==> config.mk <==
export PLATFORM = sky130hd
export DESIGN_NAME = led_pattern_engine_flat
export DESIGN_NICKNAME = d
export VERILOG_FILES = /design/src/rtl/led_pattern_engine_if.sv /design/src/rtl/led_pattern_engine.sv /design/src/flat_wrapper.sv
export SDC_FILE = /design/constraint.sdc
export NUM_CORES = 1
export LEC_CHECK = 0
export CORE_MARGIN = 3
export CORE_UTILIZATION = 58
export CTS_CLUSTER_DIAMETER = 60
export DETAILED_ROUTE_END_ITERATION = 10
export GPL_ROUTABILITY_DRIVEN = 0
export PLACE_DENSITY = 0.89
export SYNTH_ARGS = -nofsm -noshare
export SYNTH_HDL_FRONTEND = slang
export SYNTH_SLANG_ARGS = --single-unit
export TNS_END_PERCENT = 1
==> constraint.sdc <==
create_clock -name iCLK -period 2.9 [get_ports iCLK]
set_input_delay 0.58 -clock iCLK [delete_from_list [all_inputs] [get_ports iCLK]]
set_output_delay 0.58 -clock iCLK [all_outputs]
set_load 0.1 [all_outputs]
==> src/rtl/led_pattern_engine_if.sv <==
// Pattern-control bus for led_pattern_engine.
// The master drives mode, speed and pause; the slave returns the LEDs, bounce direction and step tick.
interface led_pattern_engine_if #(
    parameter int N_LED = 10
);
    logic [1:0]       iMODE;
    logic [3:0]       iSPEED;
    logic             iPAUSE;
    logic [N_LED-1:0] oLED;
    logic             oDIR;
    logic             oTICK;

    modport master (
        output iMODE, iSPEED, iPAUSE,
        input  oLED, oDIR, oTICK
    );

    modport slave (
        input  iMODE, iSPEED, iPAUSE,
        output oLED, oDIR, oTICK
    );
endinterface

==> src/rtl/led_pattern_engine.sv <==
// LED pattern engine: prescaled stepping of bounce, rotate-left/right and bar-fill patterns.
// All state lives on iCLK; the prescaler only produces an enable, never a clock.
module led_pattern_engine #(
    parameter int N_LED = 10,
    parameter int SEG_W = 3,
    parameter int DIV_W = 21
) (
    input  logic                  iCLK,
    input  logic                  iRST_n,
    led_pattern_engine_if.slave   bus
);
    typedef enum logic [1:0] {
        MODE_BOUNCE = 2'b00,
        MODE_ROL    = 2'b01,
        MODE_ROR    = 2'b10,
        MODE_BAR    = 2'b11
    } mode_t;

    localparam logic [N_LED-1:0] SEG_INIT = {{(N_LED-SEG_W){1'b0}}, {SEG_W{1'b1}}};

    mode_t            r_mode;
    logic [DIV_W-1:0] r_cnt;
    logic [N_LED-1:0] r_led;
    logic             r_dir;
    logic             r_tick;

    logic [DIV_W-1:0] w_ones;
    logic [DIV_W-1:0] w_limit;
    logic             w_mode_chg;

    always_comb begin
        w_ones     = '1;
        w_limit    = (32'(bus.iSPEED) >= DIV_W) ? '0 : (w_ones >> bus.iSPEED);
        w_mode_chg = (bus.iMODE != r_mode);
    end

    // Mode load outranks pause, which outranks the prescaler compare.
    always_ff @(posedge iCLK or negedge iRST_n) begin
        if (!iRST_n) begin
            r_mode <= MODE_BOUNCE;
            r_cnt  <= '0;
            r_led  <= SEG_INIT;
            r_dir  <= 1'b0;
            r_tick <= 1'b0;
        end else begin
            r_mode <= mode_t'(bus.iMODE);
            if (w_mode_chg) begin
                r_cnt  <= '0;
                r_dir  <= 1'b0;
                r_tick <= 1'b0;
                r_led  <= (mode_t'(bus.iMODE) == MODE_BAR) ? '0 : SEG_INIT;
            end else if (bus.iPAUSE) begin
                r_tick <= 1'b0;
            end else if (r_cnt >= w_limit) begin
                r_cnt  <= '0;
                r_tick <= 1'b1;
                case (r_mode)
                    MODE_BOUNCE: begin
                        if (!r_dir) begin
                            if (r_led[N_LED-1]) begin
                                r_dir <= 1'b1;
                                r_led <= r_led >> 1;
                            end else begin
                                r_led <= r_led << 1;
                            end
                        end else begin
                            if (r_led[0]) begin
                                r_dir <= 1'b0;
                                r_led <= r_led << 1;
                            end else begin
                                r_led <= r_led >> 1;
                            end
                        end
                    end
                    MODE_ROL: begin
                        r_dir <= 1'b0;
                        r_led <= {r_led[N_LED-2:0], r_led[N_LED-1]};
                    end
                    MODE_ROR: begin
                        r_dir <= 1'b0;
                        r_led <= {r_led[0], r_led[N_LED-1:1]};
                    end
                    default: begin
                        r_dir <= 1'b0;
                        r_led <= (&r_led) ? '0 : {r_led[N_LED-2:0], 1'b1};
                    end
                endcase
            end else begin
                r_cnt  <= r_cnt + DIV_W'(1);
                r_tick <= 1'b0;
            end
        end
    end

    assign bus.oLED  = r_led;
    assign bus.oDIR  = r_dir;
    assign bus.oTICK = r_tick;
endmodule

==> src/flat_wrapper.sv <==
// flat-port wrapper written by rule: the top's interface ports become plain ports
module led_pattern_engine_flat 
#(
    parameter int N_LED = 10,
    parameter int SEG_W = 3,
    parameter int DIV_W = 21
)
  (iCLK, iRST_n, bus_iMODE, bus_iSPEED, bus_iPAUSE, bus_oLED, bus_oDIR, bus_oTICK);
  led_pattern_engine_if #(.N_LED(N_LED)) bus_i ();
  input  logic iCLK;
  input  logic iRST_n;
  input wire logic [$bits(bus_i.iMODE)-1:0] bus_iMODE;
  input wire logic [$bits(bus_i.iSPEED)-1:0] bus_iSPEED;
  input wire logic [$bits(bus_i.iPAUSE)-1:0] bus_iPAUSE;
  output wire logic [$bits(bus_i.oLED)-1:0] bus_oLED;
  output wire logic [$bits(bus_i.oDIR)-1:0] bus_oDIR;
  output wire logic [$bits(bus_i.oTICK)-1:0] bus_oTICK;
  assign bus_i.iMODE = bus_iMODE;
  assign bus_i.iSPEED = bus_iSPEED;
  assign bus_i.iPAUSE = bus_iPAUSE;
  assign bus_oLED = bus_i.oLED;
  assign bus_oDIR = bus_i.oDIR;
  assign bus_oTICK = bus_i.oTICK;
  led_pattern_engine #(.N_LED(N_LED), .SEG_W(SEG_W), .DIV_W(DIV_W)) u_core (.iCLK(iCLK), .iRST_n(iRST_n), .bus(bus_i));
endmodule
==> results.toml <==
[outcome]
status = "finished clean"

[timing]
rsz0062_at_grt = "no"
setup_viol = 0
relSlewSlack_pct = 66.5
period_share_pct = 94.3
worst_slack_ns = 0.166
maxSlewViolCount = 0
max_freq_mhz = 366
clock_skew_ns = 0.00718
period_needed_ns = 2.73
hold_viol_final = 0
worst_pin_slew_ns = 0.490

[synthesis]
synth_largest_area_cell = "dfrtp_1"
async_flop_share_pct = 100
synth_warnings = 0
yosys_register_bits = 35
synth_top_family_by_area = "simple AND/OR/NAND/NOR gates"
synth_flop_cell = "dfrtp_1"
synth-edff-count = 0
netlist_area_mm2 = 0.00250
synth_cells = 276
synth_top_area_share_pct = 32.1
synth_fa_ha_area_share_pct = 8.02
synth_cell_type_count = 54
syn_nets = 301
syn_avg_cell_area_um2 = 9.04
seq_area_frac_synth_pct = 35.2
synth_xor_area_share_pct = 3.51
synth_compound_area_share_pct = 23.5
synth_mux_area_share_pct = 0.401
synth.area.top_cells = "dfrtp_1, ha_1, nor2_1"
synth-simple-area-share_pct = 25.3

[route]
vias = 2293
post_drt_wl_per_cell_um = 16.4
via_per_inst = 6.30
firstDrtPassIters = 5
drt_first_iter_violations = 204
drc = 0
routed_wirelength_um = 5990
ant_nets = 0

[setup_path]
cp.buffers_inverters = 3
crit_fanout = 21
rr_endpoint = "u_core.r_cnt[19]"
r2r_cells = 9
critPathTopFamily = "simple AND/OR/NAND/NOR gates"
reg2reg_slack_ns = 0.56
cp_cell_sequence = "dlygate4sd2_1 > or3_1 > ha_1 > nand4_1 > nor3_4 > o31ai_4 > buf_4 > a31oi_4 > buf_12 > mux2i_1 > o21ai_1"
start_kind = "primary input"
timing.rr.start = "u_core.r_cnt[12]"
worstSetupPathType = "in -> reg"
crit_arrival_ns = 2.95
slowest_stage = "or3_1"
required_ns = 3.11
end_kind = "register"
slowest_delay_ns = 0.35

[clocking]
path_clk_slew_ns = 0.07
clk_latency_ns = 0.29
cts.htree.levels = 2
clock_path_buffers = 2
cts_tree = "built"
root_buffer = "clkbuf_8"
clkSinkCount = 35
cts_buffers = 5

[worst_hold_path]
hold_depth = 2
hp-start = "u_core.r_cnt[20]"
hp-class = "reg -> reg"
min_to = "u_core.r_cnt[20]"

[grt]
grt-ovfl-total = 0
grt_pass1_wl_um = 10100
met2_usage_pct = 37.9
use_met1_pct = 36.1
grt_use_total_pct = 25.1
grt_max_degree = 36
globalRouteMet3Util_pct = 4.91
grt-busiest-layer = "met2"
grt_antenna_before_repair = 0
grt_pass1_vias = 2184

[place]
place_hpwl_um = 4200
dpl_cell_area_mm2 = 0.00285
numPortBuffers = 20
dp_slack_ns = -0.395
placedCellCount = 355

[layout]
final_area_mm2 = 0.00296
multi_input_area_mm2 = 0.00153
postLayoutCoreUtil_pct = 72.3
final_layout_size_suffix_gt1_share_pct = 21.3
fillers = 293
diodes = 0
finalNonFillerCells = 364
nNetsFinal = 338
syn2layout_area_growth_pct = 18.4
final-seq-area_um2 = 880

[floorplan]
die_x_um = 71.6
pin_count = 21
initial_core_util_pct = 61.1
die_area_mm2 = 0.00513
core_mm2 = 0.00409
rows = 23
die_h_um = 71.6

[pwr]
power_density_mw_per_mm2 = 362
p_leak_uw = 0.00131
peakVddDrop_uv = 243

[flow_run]
cap_violations = 0
## kinds of logic (layout without fill, tap and decap cells)
family                     after synthesis  after routing
adders and majority gates               16             16
xor gates and xnor gates                10             10
and+or+nand+nor                        121            121
AOI/OAI and AO/OA                       72             72
DFF                                     35             35
buffers and inverters                   21             59
muxes                                    1              1
## where the power goes
part / internal [µW] / switching [µW]
combinational: 74.3 / 140
clock: 168 / 170
sequential: 502 / 16.4
## cell usage in the layout, fill, tap and decap left out, types with 3 or more instances in the layout
cell type / n
nand3_1: 13
dfstp_2: 3
nor3_1: 4
nor4b_2: 3
nand4_1: 10
nand2b_1: 5
o21ai_1: 3
nor2_1: 30
ha_1: 16
buf_4: 31
a21oi_1: 16
or3_1: 7
o21ai_0: 4
inv_1: 9
a211oi_2: 9
dfrtp_1: 32
a22oi_1: 6
a21o_1: 11
nand2_1: 31
clkdlybuf4s50_1: 4
and3_1: 4
clkbuf_8: 5
xnor2_1: 8
## worst max-delay path by stage
stage	start	endpoint	slack, ns	depth (start not counted)
after global placement	bus_iSPEED[1]	u_core.r_cnt[12]	-0.31	12
after CTS	bus_iSPEED[1]	u_core.r_cnt[12]	-0.007	12
final	bus_iSPEED[3]	u_core.bus.oLED[2]	0.17	11
after global routing	bus_iSPEED[2]	u_core.r_cnt[10]	0.009	11
after detailed placement	bus_iSPEED[3]	u_core.bus.oLED[2]	-0.40	11
after floorplan	bus_iSPEED[2]	u_core.r_cnt[12]	0.18	10
## state kept, by name, indices dropped and copies added, names as in the netlist
| signal | flops |
|---|---|
| u_core.r_cnt | 21 |
| u_core.bus.oLED | 10 |
| u_core.r_mode | 2 |
| u_core.bus.oDIR | 1 |
| u_core.bus.oTICK | 1 |
## layout make-up
| class | count | area share, % |
|---|---|---|
| Clock inverter | 1 | 0.169 |
| Multi-Input combinational cell | 220 | 51.8 |
| Timing Repair Buffer | 42 | 12.4 |
| Clock buffer | 7 | 2.58 |
| Tap cell | 50 | 2.12 |
| Inverter | 9 | 1.14 |
| Sequential cell | 35 | 29.8 |
## synthesized netlist by cell type (3+ instances only)
| library cell | count |
|---|---|
| a211oi_2 | 9 |
| a21o_1 | 11 |
| a21oi_1 | 17 |
| a22oi_1 | 6 |
| and3_1 | 4 |
| buf_2 | 5 |
| clkbuf_1 | 4 |
| dfrtp_1 | 32 |
| dfstp_2 | 3 |
| ha_1 | 16 |
| inv_1 | 9 |
| nand2_1 | 31 |
| nand2b_1 | 5 |
| nand3_1 | 13 |
| nand4_1 | 10 |
| nor2_1 | 32 |
| nor3_1 | 4 |
| o21ai_0 | 4 |
| o21ai_1 | 3 |
| or3_1 | 7 |
| xnor2_1 | 8 |
## tightest hold or removal path, cell delays in order (launching register included)
cell	delay (ns)
dfrtp_1	0.38
xnor2_1	0.08
nor2_1	0.07
## per-layer routing
layer  wire (µm)  vias up
li1            -     1092
met1        2730     1093
met2        2790       92
met3         353       16
met4         115        0
met5           0        -
## per-stage QoR
step	setup TNS, ns	hold slack, ns	power, µW
after global placement	-6.88	0.545	727
after floorplan	0	0.284	657
after CTS	-0.0135	0.572	1080
final	0	0.568	1070
after global routing	0	0.602	1120
after detailed placement	-8.88	0.551	732
## repair_timing
| action | 4_1_cts | 5_1_grt |
|---|---|---|
| setup buffers | 1 | 0 |
| hold buffers | 0 | 0 |
| pin swaps | 5 | 5 |
| setup endpoints to repair | 22 | 32 |
| resized for setup | 3 | 6 |
| cloned | 0 | 0 |
Note: power is estimated with default switching activity, not from simulation.
==> edit: new RTL, config.mk and constraints unchanged <==
`N_LED` is set to 10 in 3 places; all go to 11.
--- a/src/rtl/led_pattern_engine_if.sv
+++ b/src/rtl/led_pattern_engine_if.sv
@@ -3,3 +3,3 @@
 interface led_pattern_engine_if #(
-    parameter int N_LED = 10
+    parameter int N_LED = 11
 );
--- a/src/rtl/led_pattern_engine.sv
+++ b/src/rtl/led_pattern_engine.sv
@@ -3,3 +3,3 @@
 module led_pattern_engine #(
-    parameter int N_LED = 10,
+    parameter int N_LED = 11,
     parameter int SEG_W = 3,
--- a/src/flat_wrapper.sv
+++ b/src/flat_wrapper.sv
@@ -3,3 +3,3 @@
 #(
-    parameter int N_LED = 10,
+    parameter int N_LED = 11,
     parameter int SEG_W = 3,
Ports: changed (resized bus_oLED); port bits go from 21 to 22. No check against the original RTL was run, so the function may have changed too.
==> edit against the original RTL <==
Via count decreased by 4.3%. Synthesized cell count decreased by 5.4%. Die area decreased by 4.0%. Register-to-register slack improved by 0.15 ns. Critical path type unchanged. Design area decreased by 5.8%. Setup slack got worse by 0.0036 ns. Synthesized area decreased by 4.4%. Sequential power increased by 5.2%. Total power increased by 6.7%. Count of clock-buffer cells in the layout unchanged. Critical path depth decreased by 2. Sequential cell count increased by 1. Wire length decreased by 6.6%.
==> edit: results (changes against the original RTL) <==
* Most instantiated cells after synthesis: dfrtp_1, nor2_1, nand2_1 (unchanged)
* Max IR drop VDD: 0.0003977 V (was 0.0002426 V)
* Adder-cell share of the synthesized area: 0.08390 (was 0.08020)
- Largest net degree at the start of global routing: 37 (was 36)
* Multiplexer fraction of the synthesized cell area: 0 (was 0.004010)
- The actual transition at the worst max-transition pin came to 0.6670 ns (was 0.4904 ns).
- Run status: complete, no violations (unchanged)
- Post-synth cell types: 48 (was 54)
* Layout cells sized above 1: 0.1846 (was 0.2134)
* Final net count: 322 (was 338)
- The number of global-route vias before repair is 2052 (was 2184).
* Net count after synthesis: 286 (was 301)
- Synth Area in Compound Gates: 0.1966 (was 0.2351)
- Clock skew: 0.01266 ns (was 0.007185 ns)
- Worst reg-to-reg path cell count: 7 (was 9)
- The minimum setup slack after placement came to -0.3826 ns (was -0.3955 ns).
- Routed vias: 2195 (was 2293)
- The first-pass GRT wire length was 9.597 mm (was 10.09 mm).
* Static power due to leakage: 1.274 nW (was 1.310 nW)
* Estimated wirelength of the detail-placed design: 3.845 mm (was 4.202 mm)
* Total track usage: 0.2417 (was 0.2513)
* Maximum fanout count along the critical path: 9 (was 21)
* Port Buf Inserts: 21 (was 20)
* Most area-consuming cells after synthesis: dfrtp_1, ha_1, nor2_1, a21oi_1, dfstp_2 (was dfrtp_1, ha_1, nor2_1, nand2_1, a211oi_2)
* Clock period minus worst slack: 2.737 ns (was 2.734 ns)
[edit: what timing repair did]
item,in CTS,in global routing
endpoints found under the setup margin,10,32
resized for setup,5,6
cloned,1,0
pin swaps,1,0
setup buffers,1,1
[edit: report_power, final]
group	internal (mW)	switching, mW	total, mW
Combinational	0.0806	0.171	0.252
Sequential	0.522	0.0223	0.545
Clock	0.169	0.177	0.346
Total	0.771	0.371	1.14
[edit: logic make-up after synthesis]
group,after synthesis
flops,36
simple gates,102
compound gates,71
fa+ha+maj,16
buf+inv,20
xor+xnor,16
[edit: worst max-delay path: cells and delay by family]
family                     cells  cell delay [ns]
adders and majority gates      1             0.31
buffers and inverters          2             0.50
and+or+nand+nor                3             0.85
AOI/OAI and AO/OA              3             0.70
[edit: final cells by class]
class	instances	area, um^2
Multi-Input combinational cell	206	1375
Fill cell	299	1016
Sequential cell	36	904.6
Timing Repair Buffer	40	326.6
Clock buffer	7	76.32
Tap cell	48	60.06
Inverter	8	35.03
Clock inverter	1	5.005
[edit: worst paths after layout]
| check | start | end |
|---|---|---|
| max in group asynchronous | iRST_n | u_core.bus.oLED[2] |
| max | bus_iSPEED[1] | u_core.bus.oLED[5] |
| min in group asynchronous | iRST_n | u_core.r_cnt[0] |
| min reg2reg | u_core.bus.oLED[2] | u_core.bus.oLED[2] |
| max reg2reg | u_core.r_cnt[20] | u_core.bus.oLED[5] |
| min | u_core.bus.oLED[2] | u_core.bus.oLED[2] |
[edit: through the flow]
stage	cells	instance area, um^2	setup TNS [ns]
global placement	335	2654	-5.097
global route	346	2783	0
floorplan	261	2386	0
finish	346	2783	0
detailed placement	335	2654	-7.497
CTS	345	2761	0
[edit: per-layer routing]
metal	track usage	up-vias	wire [um]
met5	0	-	0
met4	0.07234	0	99
met3	0.04892	12	355
met2	0.4029	90	2704
met1	0.3171	1051	2432
li1	-	1042	-
